### src/rtl/instruction_invalidation_queue_pkg.sv
// Shared types for the instruction invalidation queue.
package instruction_invalidation_queue_pkg;

   localparam int INV_ADDR_W = 30;

   // Word address of an invalidation request.
   typedef logic [31:2] inv_addr_t;

   // Width of an occupancy counter able to hold 0..depth.
   function automatic int inv_count_w(input int depth);
      return $clog2(depth) + 1;
   endfunction

endpackage

### src/rtl/instruction_invalidation_queue_fifo.sv
// Storage FIFO for the invalidation queue: DEPTH entries (power of two),
// registered occupancy count, no fall-through. Push and pop may coincide.
module instruction_invalidation_queue_fifo
   import instruction_invalidation_queue_pkg::*;
#(
   parameter int DEPTH      = 4,
   parameter int DATA_WIDTH = INV_ADDR_W
) (
   input  logic                          clk,
   input  logic                          rst,
   input  logic                          push,
   input  logic                          pop,
   input  logic [DATA_WIDTH-1:0]         wr_data,
   output logic [DATA_WIDTH-1:0]         rd_data,
   output logic [inv_count_w(DEPTH)-1:0] count
);

   localparam int PW = $clog2(DEPTH);
   localparam int CW = inv_count_w(DEPTH);

   logic [DATA_WIDTH-1:0] mem_q [DEPTH];
   logic [PW-1:0]         wr_ptr_q, wr_ptr_d;
   logic [PW-1:0]         rd_ptr_q, rd_ptr_d;
   logic [CW-1:0]         count_q, count_d;

   // Next pointers and count; pointers wrap naturally since DEPTH is a power of two.
   always_comb begin
      wr_ptr_d = wr_ptr_q;
      rd_ptr_d = rd_ptr_q;
      count_d  = count_q;
      if (push) wr_ptr_d = wr_ptr_q + PW'(1);
      if (pop)  rd_ptr_d = rd_ptr_q + PW'(1);
      case ({push, pop})
         2'b10:   count_d = count_q + CW'(1);
         2'b01:   count_d = count_q - CW'(1);
         default: count_d = count_q;
      endcase
   end

   // Pointer and count registers.
   always_ff @(posedge clk or posedge rst) begin
      if (rst) begin
         wr_ptr_q <= '0;
         rd_ptr_q <= '0;
         count_q  <= '0;
      end else begin
         wr_ptr_q <= wr_ptr_d;
         rd_ptr_q <= rd_ptr_d;
         count_q  <= count_d;
      end
   end

   // Entry storage; contents are meaningless while empty so no reset is needed.
   always_ff @(posedge clk) begin
      if (push) mem_q[wr_ptr_q] <= wr_data;
   end

   assign rd_data = mem_q[rd_ptr_q];
   assign count   = count_q;

endmodule

### src/rtl/instruction_invalidation_queue.sv
// Invalidation request queue: buffers word-address invalidations from the
// distributor and issues them one at a time to the I-cache/fetch engine,
// waiting for each completion before issuing the next.
// Optional feature macro: INV_QUEUE_COALESCE_EN -- drop a request that
// matches the most recently pushed entry while that entry is still queued.
module instruction_invalidation_queue
   import instruction_invalidation_queue_pkg::*;
#(
   parameter int DEPTH = 4
) (
   input  logic      clk,
   input  logic      rst,
   input  inv_addr_t in_inv_addr,
   input  logic      in_inv_valid,
   output logic      in_inv_ready,
   output logic      in_inv_outstanding,
   output inv_addr_t out_inv_addr,
   output logic      out_inv_valid,
   input  logic      out_inv_completed
);

   localparam int CW = inv_count_w(DEPTH);

   typedef enum logic [1:0] {IDLE, ISSUE, WAIT} inv_queue_state_t;

   inv_queue_state_t state_q, state_d;
   inv_addr_t        out_addr_q, out_addr_d;

   logic [CW-1:0] fifo_count;
   inv_addr_t     fifo_rd_data;
   logic          fifo_full, fifo_empty;
   logic          accept, coalesce, enq, pop;

   assign fifo_full  = (fifo_count == CW'(DEPTH));
   assign fifo_empty = (fifo_count == '0);

   // Ready comes from the registered count only, so a same-cycle pop never opens it.
   assign in_inv_ready = !rst && !fifo_full;
   assign accept       = in_inv_valid && in_inv_ready;
   assign enq          = accept && !coalesce;

`ifdef INV_QUEUE_COALESCE_EN
   inv_addr_t last_q, last_d;

   // Merge only against a still-queued newest entry; if that lone entry leaves
   // this cycle it is going in flight, so the new request must be kept.
   always_comb begin
      coalesce = accept && !fifo_empty && (in_inv_addr == last_q)
                 && !((fifo_count == CW'(1)) && pop);
      last_d   = last_q;
      if (enq) last_d = in_inv_addr;
   end

   // Address of the most recently enqueued entry.
   always_ff @(posedge clk or posedge rst) begin
      if (rst) last_q <= '0;
      else     last_q <= last_d;
   end
`else
   assign coalesce = 1'b0;
`endif

   instruction_invalidation_queue_fifo #(
      .DEPTH      (DEPTH),
      .DATA_WIDTH (INV_ADDR_W)
   ) u_fifo (
      .clk     (clk),
      .rst     (rst),
      .push    (enq),
      .pop     (pop),
      .wr_data (in_inv_addr),
      .rd_data (fifo_rd_data),
      .count   (fifo_count)
   );

   // Issue FSM: pop the head into the address register whenever we move to ISSUE.
   always_comb begin
      state_d    = state_q;
      pop        = 1'b0;
      out_addr_d = out_addr_q;
      case (state_q)
         IDLE: begin
            if (!fifo_empty) begin
               pop     = 1'b1;
               state_d = ISSUE;
            end
         end
         ISSUE, WAIT: begin
            if (out_inv_completed) begin
               if (!fifo_empty) begin
                  pop     = 1'b1;
                  state_d = ISSUE;
               end else begin
                  state_d = IDLE;
               end
            end else begin
               state_d = WAIT;
            end
         end
         default: state_d = IDLE;
      endcase
      if (pop) out_addr_d = fifo_rd_data;
   end

   // FSM state and issued-address registers.
   always_ff @(posedge clk or posedge rst) begin
      if (rst) begin
         state_q    <= IDLE;
         out_addr_q <= '0;
      end else begin
         state_q    <= state_d;
         out_addr_q <= out_addr_d;
      end
   end

   assign out_inv_valid      = (state_q == ISSUE);
   assign out_inv_addr       = out_addr_q;
   assign in_inv_outstanding = !fifo_empty || (state_q != IDLE);

   // A completion with nothing in flight is ignored by the FSM; flag it in simulation.
   always @(posedge clk) begin
      if (!rst && state_q == IDLE)
         assert (!out_inv_completed)
            else $warning("out_inv_completed seen while idle; ignored");
   end

endmodule
### config.mk
export PLATFORM = sky130hd
export DESIGN_NAME = instruction_invalidation_queue
export DESIGN_NICKNAME = d
export VERILOG_FILES = /design/src/rtl/instruction_invalidation_queue_pkg.sv /design/src/rtl/instruction_invalidation_queue_fifo.sv /design/src/rtl/instruction_invalidation_queue.sv
export SDC_FILE = /design/constraint.sdc
export NUM_CORES = 1
export LEC_CHECK = 0
export ABC_AREA = 1
export BUFFER_PORTS_ARGS = -buffer_cell sky130_fd_sc_hd__buf_2
export CELL_PAD_IN_SITES_DETAIL_PLACEMENT = 2
export CELL_PAD_IN_SITES_GLOBAL_PLACEMENT = 2
export CORE_AREA = 2 2 123 155
export DETAILED_ROUTE_END_ITERATION = 12
export DIE_AREA = 0 0 125 157
export HOLD_SLACK_MARGIN = 0.1
export PLACE_DENSITY = 0.85
export SLEW_MARGIN = 30
export SYNTH_ARGS = -nofsm -noshare
export SYNTH_HDL_FRONTEND = slang
export SYNTH_SLANG_ARGS = --single-unit
### constraint.sdc
create_clock -name clk -period 3.55 [get_ports clk]
set_input_delay 0.355 -clock clk [delete_from_list [all_inputs] [get_ports clk]]
set_output_delay 0.355 -clock clk [all_outputs]
set_load 0.005 [all_outputs]
; ---- Word-level counts from Yosys, hierarchy flattened
; Memory sizes are Yosys's and may differ from the RTL's. A register that Yosys moved wholly into a read port is not among the register bits.
; Cells that the tools add are included.
[classes]
n_eq_ne = 6
reduce_logical = 11
n_mux = 10
n_addsub = 4
[op_table]
columns = cell, count
row1 = $pmux 3 s2, 1
row2 = $mux 1, 5
row3 = $add 2x1->2 const B, 2
row4 = $eq 2x1->1 const B, 2
row5 = $eq 2x2->1 const B, 2
row6 = $mux 2, 2
row7 = $pmux 2 s2, 1
row8 = $reduce_bool 2->1, 2
row9 = $add 3x1->3 const B, 1
row10 = $eq 3x3->1 const B, 1
row11 = $logic_not 1->1, 3
row12 = $logic_not 3->1, 1
row13 = $sub 3x1->3 const B, 1
row14 = $logic_and 1x1->1, 2
row15 = $logic_not 2->1, 1
row16 = $ne 2x2->1 const B, 1
row17 = $pmux 1 s2, 1
row18 = $reduce_or 2->1, 1
row19 = $logic_or 1x1->1, 1
[word_totals]
ramBits = 120
out_inout_bits = 33
elab_cells = 36
memories = 1
ff_bits = 9
[memory_table]
columns = memory, words, word_bits, read_ports, rd_ports_with_merged_regs, wr, line
row1 = u_fifo.mem_q, 4, 30, 1, 1, 1, instruction_invalidation_queue_fifo.sv:21  ; logic [DATA_WIDTH-1:0] mem_q [DEPTH];

; ---- Longest topological paths before layout
; Gate-level depths: netlist of the first run.
[logic_depth]
word_depth = 6
ltp_mapped = 14
ltp_nobuf = 13

; ---- Modules after synthesis
; Synthesis of the first run repeated with hierarchy kept, for this count alone.
[hier_totals]
hier_cells = 554
hier_area_um2 = 6686.4
[by_module_without_submodules]
columns = mod, area_per_inst_um2, n_inst, cells_each, seq_area_each_um2
row1 = instruction_invalidation_queue_fifo, 5246.3, 1, 398, 3778.6
row2 = instruction_invalidation_queue, 1440.1, 1, 156, 800.8

; ---- Worst setup path after synthesis of the first run
; No wires, ideal clock.
[synth_path]
kind = input port to flip-flop
startpoint = input port rst
endpoint = memory u_fifo.mem_q[0][0] in the netlist's numbering (enable)
cell_stages = 3
slack_ps = 185
arrival_time_ps = 2948
required_ps = 3133
cell_sequence = inv_1 nand3_1 nor2_1
[synth_between]
elab_chain_len = 5
[synth_lines]
columns = element, line
row1 = from (decl), instruction_invalidation_queue.sv:12  ; input logic rst,
row2 = $logic_not 1->1 (no line), -
row3 = $logic_and 1x1->1, instruction_invalidation_queue.sv:38  ; assign in_inv_ready = !rst && !fifo_full;
row4 = $logic_and 1x1->1, instruction_invalidation_queue.sv:39  ; assign accept = in_inv_valid && in_inv_ready;
row5 = $mux 1, instruction_invalidation_queue_fifo.sv:55  ; if (push) mem_q[wr_ptr_q] <= wr_data;
row6 = $mux 1 (implied by the code), instruction_invalidation_queue_fifo.sv:55
row7 = to (decl), instruction_invalidation_queue_fifo.sv:21
; No other way between the ends.

; ---- Worst setup path after layout of the first run
[layout_path]
startpoint = register state_q[0]
endpoint = register u_fifo.count_q[2], in the netlist u_fifo.count[2]
[layout_between]
elab_chain_len = 5
word_cells_on_any_way = 9
classes_between = 4 x eq/ne / 2 x mux / 3 x reduce/logical
[layout_lines]
columns = element, line
row1 = from (decl), instruction_invalidation_queue.sv:26  ; inv_queue_state_t state_q, state_d;
row2 = from (signal assigned), instruction_invalidation_queue.sv:111  ; state_q <= state_d;
row3 = $eq 2x1->1 or $eq 2x2->1 (tied branches), instruction_invalidation_queue.sv:81  ; case (state_q)
row4 = $reduce_or 2->1, instruction_invalidation_queue.sv:81
row5 = $pmux 1 s2 *, instruction_invalidation_queue.sv:81
row6 = $eq 2x1->1 or $eq 2x2->1 (tied branches), instruction_invalidation_queue_fifo.sv:33  ; case ({push, pop})
row7 = $pmux 3 s2 or $reduce_bool 2->1 (tied branches), -
row8 = to (signal assigned), instruction_invalidation_queue_fifo.sv:49  ; count_q <= count_d;
row9 = to (decl), instruction_invalidation_queue_fifo.sv:24  ; logic [CW-1:0] count_q, count_d;
; Mark *: on every way between the ends. The rest lies on a longest branch, timed or not.
; A chain may end at the register's enable or synchronous reset.

==> load_flow_metrics.sql, run 1 <==
INSERT INTO impl_metrics (metric_group, metric, value, unit) VALUES
('routing', 'vias', '4837', ''),
('layout', 'final_layout_size_suffix_gt1_frac', '0.154', ''),
('layout', 'final_nets', '779', ''),
('routing', 'number_of_drc_violations_after_detailed_routing_iteration_0', '240', ''),
('yosys', 'post_synth_instance_area', '6770', 'um^2'),
('layout', 'n_fill_cell', '1902', ''),
('cts', 'clock_tree.root_cell', 'clkbuf_16', ''),
('setup_path', 'slowest_delay', '0.40', 'ns'),
('yosys', 'synthesis.instances', '668', ''),
('place', 'hpwlAfterDp', '12.9', 'mm'),
('sta', 'transition_time_at_the_pin_with_the_least_slew_margin', '0.728', 'ns'),
('sta', 'drv_slew', '0', ''),
('sta', 'setup_violations', '0', ''),
('yosys', 'yosysSeqAreaShare', '0.676', ''),
('pwr', 'fin_total_pwr', '6.98', 'mW'),
('run_status', 'result_of_the_run', 'complete, no violations', ''),
('place', 'placedInstanceArea', '7410', 'um^2'),
('pwr', 'power_per_cell_area', '873', 'nW/um^2'),
('floorplanning', 'dieWidth', '125', 'um'),
('layout', 'layout_commonest_cell', 'nand2_1', ''),
('cts', 'later_pin_clock_latency_in_the_skew_report', '0.44', 'ns'),
('routing', 'wl', '21.0', 'mm'),
('floorplanning', 'die_height', '157', 'um'),
('cts', 'cts_buffers', '17', ''),
('routing', 'detail_route.wl_per_cell', '21.5', 'um'),
('pwr', 'vdd_drop_max', '0.390', 'mV'),
('layout', 'multi_input_area', '1540', 'um^2'),
('sta', 'tns_setup', '0', 'ns'),
('setup_path', 'critPathKind', 'reg2reg', ''),
('cts', 'cts-htree-levels', '4', ''),
('yosys', 'yosys.cell_types.count', '23', ''),
('flow_run', 'drv.max_cap_violation_count', '0', ''),
('setup_path', 'critPathSlowestCell', 'dfrtp_1', ''),
('grt', 'grt_first_pass_wirelength', '32.7', 'mm'),
('floorplanning', 'std_cell_rows', '55', ''),
('setup_path', 'crit_fanout', '31', ''),
('setup_path', 'reg2regPathDepth', '13', ''),
('routing', 'post_drt_via_cell_ratio', '4.95', ''),
('yosys', 'ys.warnings.count', '0', ''),
('sta', 'layout_min_cycle_time', '2.64', 'ns'),
('grt', 'grt_antenna_before_repair', '0', ''),
('floorplanning', 'floorplan.core_area', '18000', 'um^2'),
('cts', 'post_cts_hold_buffer_count', '0', ''),
('min_path', 'min-delay-path-class', 'in2async', ''),
('sta', 'finClkSkew', '0.0111', 'ns'),
('setup_path', 'critical_path_required', '3.90', 'ns'),
('setup_path', 'timing.critical_path.from_type', 'flop', ''),
('floorplanning', 'design.die.area', '19600', 'um^2'),
('grt', 'grt.total_usage', '0.225', ''),
('layout', 'insertedDiodeCount', '0', ''),
('grt', 'global_route_total_overflow', '0', ''),
('cts', 'ctsResizeCount', '0', ''),
('setup_path', 'critical_path_arrival', '2.99', 'ns'),
('yosys', 'synth_seq_cells', '159', ''),
('layout', 'syn2layout_area_growth', '18.2', '%'),
('grt', 'grt_start_max_net_pins', '63', ''),
('sta', 'worst_slew_margin_relative_to_its_limit', '0.515', ''),
('yosys', 'postSynthAreaPerCell', '10.1', 'um^2'),
('floorplanning', 'floorplan.io_pins', '67', ''),
('sta', 'final_min_period_over_clock_period', '0.742', ''),
('cts', 'clkSinkCount', '159', ''),
('cts', 'tritoncts', 'built', ''),
('sta', 'clock.fmax', '0.379', 'GHz'),
('place', 'placement.io_buffers', '66', ''),
('sta', 'finalHoldViolations', '0', ''),
('sta', 'rsz_0062_raised_after_global_routing', 'no', ''),
('cts', 'cts_buffer_depth', '2', ''),
('setup_path', 'cp_cell_sequence', 'inv_1 -> ha_1 -> nand2_1 -> nand2_1 -> nand3_4 -> inv_4 -> ha_1 -> inv_1 -> fa_1 -> inv_1 -> nand2_1 -> nand3b_1 -> xor2_1', ''),
('sta', 'hold_ws', '0.128', 'ns'),
('layout', 'final_cell_mix', '253 x nand2_1, 136 x inv_1, 120 x edfxtp_1, 66 x buf_2, 64 x nand3_1', ''),
('place', 'gp_routability_congestion', '0.748', ''),
('layout', 'stdcell_area', '8000', 'um^2'),
('floorplanning', 'initial_core_util', '0.376', ''),
('routing', 'route.detailed.drc', '0', ''),
('routing', 'detail_route.first_pass.iterations', '6', ''),
('place', 'placed_cells_incl_taps', '945', ''),
('layout', 'reg_area', '4580', 'um^2'),
('yosys', 'syn-num-nets', '711', ''),
('cts', 'clk_pin_slew', '0.06', 'ns'),
('cts', 'post_cts_setup_buffer_count', '0', ''),
('grt', 'vias_in_the_first_global_route', '5685', ''),
('setup_path', 'timing.critical_path.to_type', 'flop', ''),
('pwr', 'power_leakage', '3.82', 'nW'),
('layout', 'stdcell_count', '977', ''),
('routing', 'ant_nets', '0', '');
## flip-flops by register name, summed over array words and instances, names as in the netlist
register	cells
out_inv_addr	30
state_q	2
u_fifo.count	3
u_fifo.mem_q	120
u_fifo.rd_ptr_q	2
u_fifo.wr_ptr_q	2
## cell usage after synthesis
master,number,share of area
nand2_1,253,0.14
inv_1,137,0.076
edfxtp_1,120,0.53
nand3_1,64,0.047
dfrtp_1,39,0.14
buf_2,16,0.012
ha_1,8,0.015
buf_4,4,0.0044
nor2_1,4,0.0022
o21ai_0,4,0.0030
buf_6,3,0.0050
clkbuf_1,3,0.0017
nand3b_1,2,0.0022
xnor2_1,2,0.0026
a21oi_1,1,0.00074
fa_1,1,0.0030
inv_2,1,0.00055
inv_4,1,0.00092
nand2_2,1,0.00092
nand3_4,1,0.0026
nand4_1,1,0.00092
nor2_4,1,0.0017
xor2_1,1,0.0013
## worst paths after layout
path,from,end,slack (ns)
max,state_q[0],u_fifo.count[2],0.91
min,rst,u_fifo.count[0],0.13
max reg2reg,state_q[0],u_fifo.count[2],0.91
min reg2reg,out_inv_addr[26],out_inv_addr[26],0.47
max in group asynchronous,rst,u_fifo.rd_ptr_q[0],2.99
min in group clk,in_inv_addr[7],u_fifo.mem_q[3][7],0.14
## metal layers
metal / up-vias / global-route usage / part of all wire
li1: 2205 / - / -
met1: 2471 / 0.247 / 0.40
met2: 113 / 0.421 / 0.54
met5: - / 0 / 0
met4: 0 / 0.107 / 0.029
met3: 48 / 0.0384 / 0.031
## report_power, final
part | total (mW) | switching [mW] | internal (mW)
logic | 2.50 | 1.75 | 0.752
registers | 2.59 | 0.189 | 2.40
clock network | 1.89 | 0.770 | 1.12
total | 6.98 | 2.71 | 4.27
## kinds of logic (layout without fill, tap and decap cells)
group	count (synthesis)	in the layout	share of synthesized area
simple gates	327	327	0.198
buf+inv	165	246	0.100
flops	159	159	0.676
fa+ha+maj	9	9	0.0177
compound gates	5	5	0.00369
xor+xnor	3	3	0.00388
## worst max-delay path, delay by kind of cell (launching register included)
family,cells,cell delay (ns)
xor+xnor,1,0.18
fa+ha+maj,3,0.96
buf+inv,4,0.57
flops,1,0.40
simple gates,5,0.45
## final cells by class
type / count / area share
flip-flops and latches: 159 / 0.572
clock inverters: 12 / 0.0178
multi-input cells: 344 / 0.193
repair buffers: 75 / 0.0597
inverters: 139 / 0.0658
well taps: 228 / 0.0356
clock buffers: 20 / 0.0558
## through the flow
| step | setup slack [ns] | utilization |
|---|---|---|
| floorplan | 0.185 | - |
| global placement | 1.18 | 0.405 |
| detailed placement | 0.951 | 0.411 |
| CTS | 0.902 | 0.444 |
| global route | 0.724 | 0.444 |
| finish | 0.914 | 0.444 |
Note: power is estimated with default switching activity, not from simulation.
==> inputs of run 2 (changes only) <==
==> constraint.sdc (replaced) <==
create_clock -name clk -period 2.63 [get_ports clk]
set_input_delay 0.263 -clock clk [delete_from_list [all_inputs] [get_ports clk]]
set_output_delay 0.263 -clock clk [all_outputs]
set_load 0.005 [all_outputs]
==> load_flow_metrics.sql, run 2 (synthesized netlist as in run 1, its figures left out) <==
INSERT INTO impl_metrics (metric_group, metric, value, unit) VALUES
('pwr', 'p_int', '5.90', 'mW'),
('setup_path', 'timing.critical_path.to_type', 'flop', ''),
('setup_path', 'timing.critical_path.max_delay_family', 'adder cells', ''),
('grt', 'global_route_total_overflow', '0', ''),
('floorplanning', 'std_cell_rows', '55', ''),
('pwr', 'seq_power_share', '0.366', ''),
('cts', 'post_cts_hold_buffer_count', '31', ''),
('sta', 'hold_ws', '0.135', 'ns'),
('cts', 'tritoncts', 'built', ''),
('routing', 'wl', '21.2', 'mm'),
('grt', 'grt_antenna_before_repair', '0', ''),
('place', 'placement.io_buffers', '66', ''),
('sta', 'tns_setup', '0', 'ns'),
('min_path', 'hold_end', 'u_fifo.wr_ptr_q[1]', ''),
('grt', 'grt_start_max_net_pins', '63', ''),
('cts', 'post_cts_setup_buffer_count', '0', ''),
('sta', 'worst_slew_margin_relative_to_its_limit', '0.510', ''),
('setup_path', 'slowest_delay', '0.39', 'ns'),
('layout', 'n_fill_cell', '1883', ''),
('sta', 'clock.fmax', '0.448', 'GHz'),
('setup_path', 'critical_path_cell_count', '13', ''),
('sta', 'layout_min_cycle_time', '2.23', 'ns'),
('cts', 'clock_tree.root_cell', 'clkbuf_16', ''),
('place', 'placed_cells_incl_taps', '951', ''),
('setup_path', 'path_buf_inv', '4', ''),
('pwr', 'power_leakage', '3.98', 'nW'),
('routing', 'vias', '4944', ''),
('routing', 'ant_nets', '0', ''),
('sta', 'finClkSkew', '0.0145', 'ns'),
('sta', 'setup_violations', '0', ''),
('sta', 'finalHoldViolations', '0', ''),
('sta', 'drv_slew', '0', ''),
('cts', 'later_pin_clock_latency_in_the_skew_report', '0.43', 'ns'),
('setup_path', 'critical_path_required', '2.97', 'ns'),
('layout', 'insertedDiodeCount', '0', ''),
('place', 'gp_routability_congestion', '0.760', ''),
('flow_run', 'drv.max_cap_violation_count', '0', ''),
('setup_path', 'timing.critical_path.from_type', 'flop', ''),
('pwr', 'fin_total_pwr', '9.56', 'mW'),
('place', 'hpwlAfterDp', '12.9', 'mm'),
('pwr', 'p_switching', '3.66', 'mW'),
('setup_path', 'critical_path_arrival', '2.57', 'ns'),
('floorplanning', 'die_height', '157', 'um'),
('routing', 'detail_route.first_pass.iterations', '4', ''),
('floorplanning', 'floorplan.io_pins', '67', ''),
('layout', 'final_nets', '816', ''),
('layout', 'layout_commonest_cell', 'nand2_1', ''),
('routing', 'number_of_drc_violations_after_detailed_routing_iteration_0', '215', ''),
('sta', 'rsz_0062_raised_after_global_routing', 'no', ''),
('sta', 'final_min_period_over_clock_period', '0.849', ''),
('routing', 'route.detailed.drc', '0', ''),
('cts', 'cts_buffers', '17', ''),
('setup_path', 'reg2regPathDepth', '13', ''),
('min_path', 'worst_hold_path.num_cells', '3', ''),
('min_path', 'worstHoldStart', 'in_inv_valid', ''),
('run_status', 'result_of_the_run', 'complete, no violations', ''),
('pwr', 'vdd_drop_max', '0.511', 'mV'),
('layout', 'final_layout_size_suffix_gt1_frac', '0.154', ''),
('grt', 'grt.total_usage', '0.225', ''),
('cts', 'clk_pin_slew', '0.06', 'ns'),
('grt', 'grt_first_pass_wirelength', '32.8', 'mm'),
('layout', 'register_ranked_first_by_flip_flop_count', 'u_fifo.mem_q', ''),
('pwr', 'share_clk_of_total_power', '0.270', ''),
('routing', 'detail_route.wl_per_cell', '20.9', 'um'),
('routing', 'post_drt_via_cell_ratio', '4.88', ''),
('cts', 'ctsResizeCount', '0', ''),
('floorplanning', 'initial_core_util', '0.376', ''),
('floorplanning', 'design.die.area', '19600', 'um^2'),
('setup_path', 'crit_fanout', '3', ''),
('layout', 'largest_reg_flops', '120', ''),
('setup_path', 'worst_r2r_endpoint', 'u_fifo.count[2]', ''),
('min_path', 'min-delay-path-class', 'in2reg', ''),
('setup_path', 'critPathKind', 'reg2reg', ''),
('setup_path', 'timing.rr.start', 'state_q[0]', ''),
('setup_path', 'critPathSlowestCell', 'fa_1', ''),
('setup_path', 'cp_cell_sequence', 'inv_1 -> ha_1 -> nand2_1 -> nand2_1 -> nand3_4 -> inv_4 -> ha_1 -> inv_1 -> fa_1 -> inv_1 -> nand2_1 -> nand3b_1 -> xor2_1', ''),
('sta', 'transition_time_at_the_pin_with_the_least_slew_margin', '0.735', 'ns'),
('layout', 'final_cell_mix', '253 x nand2_1, 136 x inv_1, 120 x edfxtp_1, 66 x buf_2, 64 x nand3_1', ''),
('layout', 'stdcell_count', '1014', ''),
('cts', 'cts_buffer_depth', '2', ''),
('pwr', 'power_per_cell_area', '1150', 'nW/um^2'),
('pwr', 'power.share.switching', '0.383', ''),
('floorplanning', 'dieWidth', '125', 'um'),
('setup_path', 'reg2reg_setup_slack', '0.40', 'ns'),
('cts', 'clkSinkCount', '159', ''),
('layout', 'syn2layout_area_growth', '23.1', '%'),
('pwr', 'proportion_of_power_drawn_by_combinational_gates', '0.365', ''),
('cts', 'cts-htree-levels', '4', ''),
('floorplanning', 'floorplan.core_area', '18000', 'um^2'),
('grt', 'vias_in_the_first_global_route', '5757', '');
-- run 2: cell types whose count changed in the layout (fill, tap and decap cells not counted), moves of 2 or more --
cell / previous run / this run
buf_12: 0 / 3
clkinv_2: 5 / 2
clkbuf_8: 1 / 3
dlygate4sd3_1: 0 / 31
buf_4: 5 / 12
buf_16: 4 / 0
-- run 2: worst max-delay path by stage --
stage	start	end
2_1_floorplan	rst	u_fifo.mem_q[0][0]
3_3_place_gp	state_q[0]	u_fifo.count[2]
4_1_cts	state_q[1]	u_fifo.count[2]
6_report	state_q[0]	u_fifo.count[2]
3_5_place_dp	state_q[0]	u_fifo.count[2]
5_1_grt	state_q[0]	u_fifo.count[2]
-- run 2: power by group through the flow --
stage	sequential, mW	clock, mW	combinational (mW)
final	3.50	2.58	3.49
after global routing	3.55	2.72	3.92
after CTS	3.49	2.60	3.52
after detailed placement	3.53	0	3.40
after global placement	3.47	0	3.07
after floorplan	3.50	0	2.17
-- run 2: metrics by stage --
| stage | setup WS [ns] | instance area (um^2) | utilization |
|---|---|---|---|
| 2_1_floorplan | -0.255 | 6780 | - |
| 3_3_place_gp | 0.625 | 7410 | 0.411 |
| 3_5_place_dp | 0.422 | 7410 | 0.411 |
| 4_1_cts | 0.378 | 8330 | 0.462 |
| 5_1_grt | 0.201 | 8330 | 0.462 |
| 6_report | 0.397 | 8330 | 0.462 |
-- run 2: per-layer routing --
metal  GRT usage  wire length (um)  vias to the layer above
li1            -                 -                     2271
met1       0.236              8100                     2542
met2       0.443             12000                       94
met3      0.0340               464                       37
met4       0.102               663                        0
met5           0                 0                        -
-- run 2: area by class of cell --
class	count	area, um^2	area share
tap	228	285	0.0342
sequential	159	4580	0.550
timing repair buffer	112	791	0.0949
clock buffer	23	478	0.0573
multi-input combinational	344	1540	0.185
clock inverter	9	133	0.0159
inverter	139	524	0.0629
-- run 2: tightest hold or removal path: cells and delay by family --
family	cells	cell delay, ns
buffers and inverters	1	0.11
and+or+nand+nor	2	0.14
==> inputs of run 3 (changes only) <==
--- a/config.mk
+++ b/config.mk
@@ -5,15 +5,15 @@
 export SDC_FILE = /design/constraint.sdc
 export NUM_CORES = 1
 export LEC_CHECK = 0
-export ABC_AREA = 1
+export ABC_AREA = 0
 export BUFFER_PORTS_ARGS = -buffer_cell sky130_fd_sc_hd__buf_2
 export CELL_PAD_IN_SITES_DETAIL_PLACEMENT = 2
 export CELL_PAD_IN_SITES_GLOBAL_PLACEMENT = 2
-export CORE_AREA = 2 2 123 155
+export CORE_AREA = 2 2 113 143
 export DETAILED_ROUTE_END_ITERATION = 12
-export DIE_AREA = 0 0 125 157
+export DIE_AREA = 0 0 115 145
 export HOLD_SLACK_MARGIN = 0.1
-export PLACE_DENSITY = 0.85
+export PLACE_DENSITY = 0.8
 export SLEW_MARGIN = 30
 export SYNTH_ARGS = -nofsm -noshare
 export SYNTH_HDL_FRONTEND = slang
==> constraint.sdc (replaced) <==
create_clock -name clk -period 2 [get_ports clk]
set_input_delay 0.2 -clock clk [delete_from_list [all_inputs] [get_ports clk]]
set_output_delay 0.2 -clock clk [all_outputs]
set_load 0.005 [all_outputs]
==> load_flow_metrics.sql, run 3 <==
INSERT INTO impl_metrics (metric_group, metric, value, unit) VALUES
('run_status', 'result_of_the_run', 'finished with violations', ''),
('run_status', 'failed_checks', 'setup timing', ''),
('yosys', 'ys.warnings.count', '0', ''),
('setup_path', 'crit_fanout', '2', ''),
('routing', 'wl', '13.9', 'mm'),
('yosys', 'syn-num-nets', '316', ''),
('min_path', 'worstHoldStart', 'out_inv_completed', ''),
('sta', 'final_min_period_over_clock_period', '1.01', ''),
('cts', 'tritoncts', 'built', ''),
('floorplanning', 'dieWidth', '115', 'um'),
('yosys', 'post_synth_instance_area', '6020', 'um^2'),
('yosys', 'most_area_hungry_cell_type_in_the_yosys_netlist', 'edfxtp_1', ''),
('grt', 'grt_first_pass_wirelength', '21.6', 'mm'),
('setup_path', 'critPathKind', 'reg2reg', ''),
('routing', 'dr.max_layer_used', 'met4', ''),
('setup_path', 'critPathSlowestCell', 'dfrtp_1', ''),
('floorplanning', 'design.die.area', '16700', 'um^2'),
('place', 'gp_routability_congestion', '0.668', ''),
('sta', 'finalHoldViolations', '0', ''),
('setup_path', 'reg2reg_setup_slack', '-0.03', 'ns'),
('sta', 'layout_min_cycle_time', '2.03', 'ns'),
('grt', 'vias_in_the_first_global_route', '3535', ''),
('routing', 'post_drt_via_cell_ratio', '5.09', ''),
('yosys', 'commonest_cells_in_the_synthesized_netlist', '120 x edfxtp_1, 39 x dfrtp_1, 31 x mux2_2, 30 x mux4_2, 10 x inv_1', ''),
('sta', 'finClkSkew', '0.00794', 'ns'),
('floorplanning', 'initial_core_util', '0.393', ''),
('yosys', 'synth_edf_count', '120', ''),
('layout', 'syn2layout_area_growth', '27.6', '%'),
('cts', 'clk_pin_slew', '0.06', 'ns'),
('layout', 'final_layout_size_suffix_gt1_frac', '0.468', ''),
('cts', 'clkSinkCount', '159', ''),
('layout', 'multi_input_area', '1370', 'um^2'),
('flow_run', 'drv.max_cap_violation_count', '0', ''),
('routing', 'route.met2.wl', '7.66', 'mm'),
('sta', 'transition_time_at_the_pin_with_the_least_slew_margin', '0.629', 'ns'),
('layout', 'stdcell_area', '7680', 'um^2'),
('layout', 'final_nets', '440', ''),
('layout', 'register_ranked_first_by_flip_flop_count', 'u_fifo.mem_q', ''),
('sta', 'hold_ws', '0.124', 'ns'),
('layout', 'final_cell_mix', '120 x edfxtp_1, 66 x buf_2, 37 x dfrtp_1, 31 x mux2_2, 31 x dlygate4sd3_1', ''),
('pwr', 'share_clk_of_total_power', '0.280', ''),
('yosys', 'synthesis.instances', '273', ''),
('pwr', 'proportion_of_power_drawn_by_combinational_gates', '0.313', ''),
('sta', 'rsz_0062_raised_after_global_routing', 'yes', ''),
('place', 'hpwlAfterDp', '8.78', 'mm'),
('cts', 'cts-htree-levels', '4', ''),
('pwr', 'power_leakage', '2.82', 'nW'),
('yosys', 'yosys-top-cells-area', 'edfxtp_1 60%, dfrtp_1 16%, mux4_2 11%', ''),
('setup_path', 'timing.rr.start', 'state_q[0]', ''),
('routing', 'detail_route.wl_per_cell', '23.3', 'um'),
('setup_path', 'cp_cell_sequence', 'buf_4 -> ha_2 -> nor3_4 -> ha_4 -> inv_2 -> fa_2 -> xor2_1 -> nor2_1 -> xor2_1', ''),
('yosys', 'yosysMostFrequentCell', 'edfxtp_1', ''),
('floorplanning', 'die_height', '145', 'um'),
('yosys', 'postSynthAreaPerCell', '22.0', 'um^2'),
('place', 'placedInstanceArea', '6770', 'um^2'),
('layout', 'largest_reg_flops', '120', ''),
('setup_path', 'critical_path_required', '2.34', 'ns'),
('pwr', 'power_per_cell_area', '1520', 'nW/um^2'),
('setup_path', 'timing.critical_path.from_type', 'flop', ''),
('cts', 'clock_tree.root_cell', 'clkbuf_16', ''),
('layout', 'n_fill_cell', '1378', ''),
('sta', 'drv_slew', '0', ''),
('yosys', 'yosys.cell_types.count', '25', ''),
('routing', 'routed_wl_met3', '370', 'um'),
('setup_path', 'critPathMostFrequentCell', 'xor2_1', ''),
('yosys', 'synth_seq_cells', '159', ''),
('setup_path', 'path_buf_inv', '2', ''),
('routing', 'number_of_drc_violations_after_detailed_routing_iteration_0', '94', ''),
('routing', 'vias', '3032', ''),
('grt', 'grt_antenna_before_repair', '1', ''),
('pwr', 'p_int', '8.25', 'mW'),
('min_path', 'worst_hold_path.num_cells', '3', ''),
('grt', 'grt_start_max_net_pins', '33', ''),
('layout', 'reg_area', '4580', 'um^2'),
('setup_path', 'slowest_delay', '0.40', 'ns'),
('cts', 'post_cts_setup_buffer_count', '0', ''),
('setup_path', 'critical_path_arrival', '2.37', 'ns'),
('setup_path', 'worst_r2r_endpoint', 'u_fifo.count[2]', ''),
('sta', 'clock.fmax', '0.493', 'GHz'),
('setup_path', 'timing.critical_path.to_type', 'flop', ''),
('sta', 'setup_violations', '3', ''),
('pwr', 'vdd_drop_max', '0.633', 'mV'),
('min_path', 'hold_end', 'state_q[1]', ''),
('floorplanning', 'floorplan.core_area', '15300', 'um^2'),
('pwr', 'p_switching', '3.44', 'mW'),
('cts', 'later_pin_clock_latency_in_the_skew_report', '0.42', 'ns'),
('yosys', 'synth_top_flop_cell', 'edfxtp_1', ''),
('routing', 'detail_route.first_pass.iterations', '4', ''),
('place', 'placement.io_buffers', '66', ''),
('grt', 'global_route_total_overflow', '0', ''),
('yosys', 'fraction_of_synthesized_cell_area_taken_by_the_top_area_cell_type', '0.599', ''),
('routing', 'ant_nets', '0', ''),
('sta', 'setup_ws', '-0.0291', 'ns'),
('setup_path', 'timing.critical_path.max_delay_family', 'adder cells', ''),
('routing', 'm1WireLength', '5.64', 'mm'),
('routing', 'route.detailed.drc', '0', ''),
('layout', 'post-route-util', '0.502', ''),
('pwr', 'power.share.switching', '0.294', ''),
('setup_path', 'reg2regPathDepth', '9', ''),
('floorplanning', 'floorplan.io_pins', '67', ''),
('cts', 'cts_buffer_depth', '2', ''),
('yosys', 'yosysSeqAreaShare', '0.761', ''),
('sta', 'worst_slew_margin_relative_to_its_limit', '0.580', ''),
('layout', 'layout_commonest_cell', 'edfxtp_1', ''),
('floorplanning', 'std_cell_rows', '51', ''),
('grt', 'grt.total_usage', '0.179', ''),
('min_path', 'min-delay-path-class', 'in2reg', ''),
('pwr', 'seq_power_share', '0.407', ''),
('cts', 'cts_buffers', '17', ''),
('yosys', 'postSynth.asyncResetShare', '0.245', '');
-- run 3: logic make-up after synthesis --
| logic type | count (synthesis) | share of synthesized area |
|---|---|---|
| adder cells (fa/ha/maj) | 9 | 0.0200 |
| flip-flops | 159 | 0.761 |
| XOR/XNOR | 6 | 0.00873 |
| AND/OR/NAND/NOR | 12 | 0.0135 |
| AO/OA/AOI/OAI | 5 | 0.00582 |
| multiplexers | 62 | 0.172 |
| buffers and inverters | 20 | 0.0193 |
-- run 3: stage by stage --
stage	setup WS, ns	power [mW]	setup TNS (ns)	cells
5_1_grt	-0.114	12.3	-1.79	596
4_1_cts	-0.0338	11.9	-0.0909	595
3_5_place_dp	-0.0601	8.47	-0.630	532
2_1_floorplan	-0.158	7.16	-0.195	273
3_3_place_gp	0.0417	8.13	0	532
6_report	-0.0291	11.7	-0.0378	596
-- run 3: worst min-delay path, cell delays in order --
cell      delay [ns]
buf_2           0.12
nand2b_1        0.11
mux2i_1         0.06
-- run 3: power groups by stage --
stage          Sequential [mW]  Clock, mW  Combinational [mW]
4_1_cts                   4.78       3.35                3.74
6_report                  4.76       3.27                3.65
3_3_place_gp              4.75          0                3.39
3_5_place_dp              4.82          0                3.65
5_1_grt                   4.85       3.45                3.99
2_1_floorplan             4.62          0                2.54
-- run 3: timing repair --
action,4_1_cts,5_1_grt
gates resized for setup,1,1
endpoints found under the setup margin,31,31
hold endpoints to repair,142,0
hold buffers,31,0
pin swaps,1,0
-- run 3: area by class of cell --
cell class,count,share of cell area
Multi-Input combinational cell,94,0.178
Sequential cell,159,0.596
Clock buffer,18,0.0559
Inverter,10,0.00489
Timing Repair Buffer,115,0.112
Antenna cell,1,0.000326
Tap cell,185,0.0301
Clock inverter,14,0.0217
-- run 3: worst max path at each step --
stage,start,endpoint,cells past startpoint
3_5_place_dp,state_q[0],u_fifo.count[2],10
3_3_place_gp,state_q[1],u_fifo.count[2],10
4_1_cts,state_q[0],u_fifo.count[2],9
6_report,state_q[0],u_fifo.count[2],9
2_1_floorplan,state_q[0],u_fifo.count[2],11
5_1_grt,state_q[0],u_fifo.count[2],9
-- run 3: per-layer routing --
layer / up-vias / global-route usage
met5: - / 0
met4: 0 / 0.0651
met3: 18 / 0.0351
met2: 69 / 0.312
met1: 1613 / 0.220
li1: 1332 / -
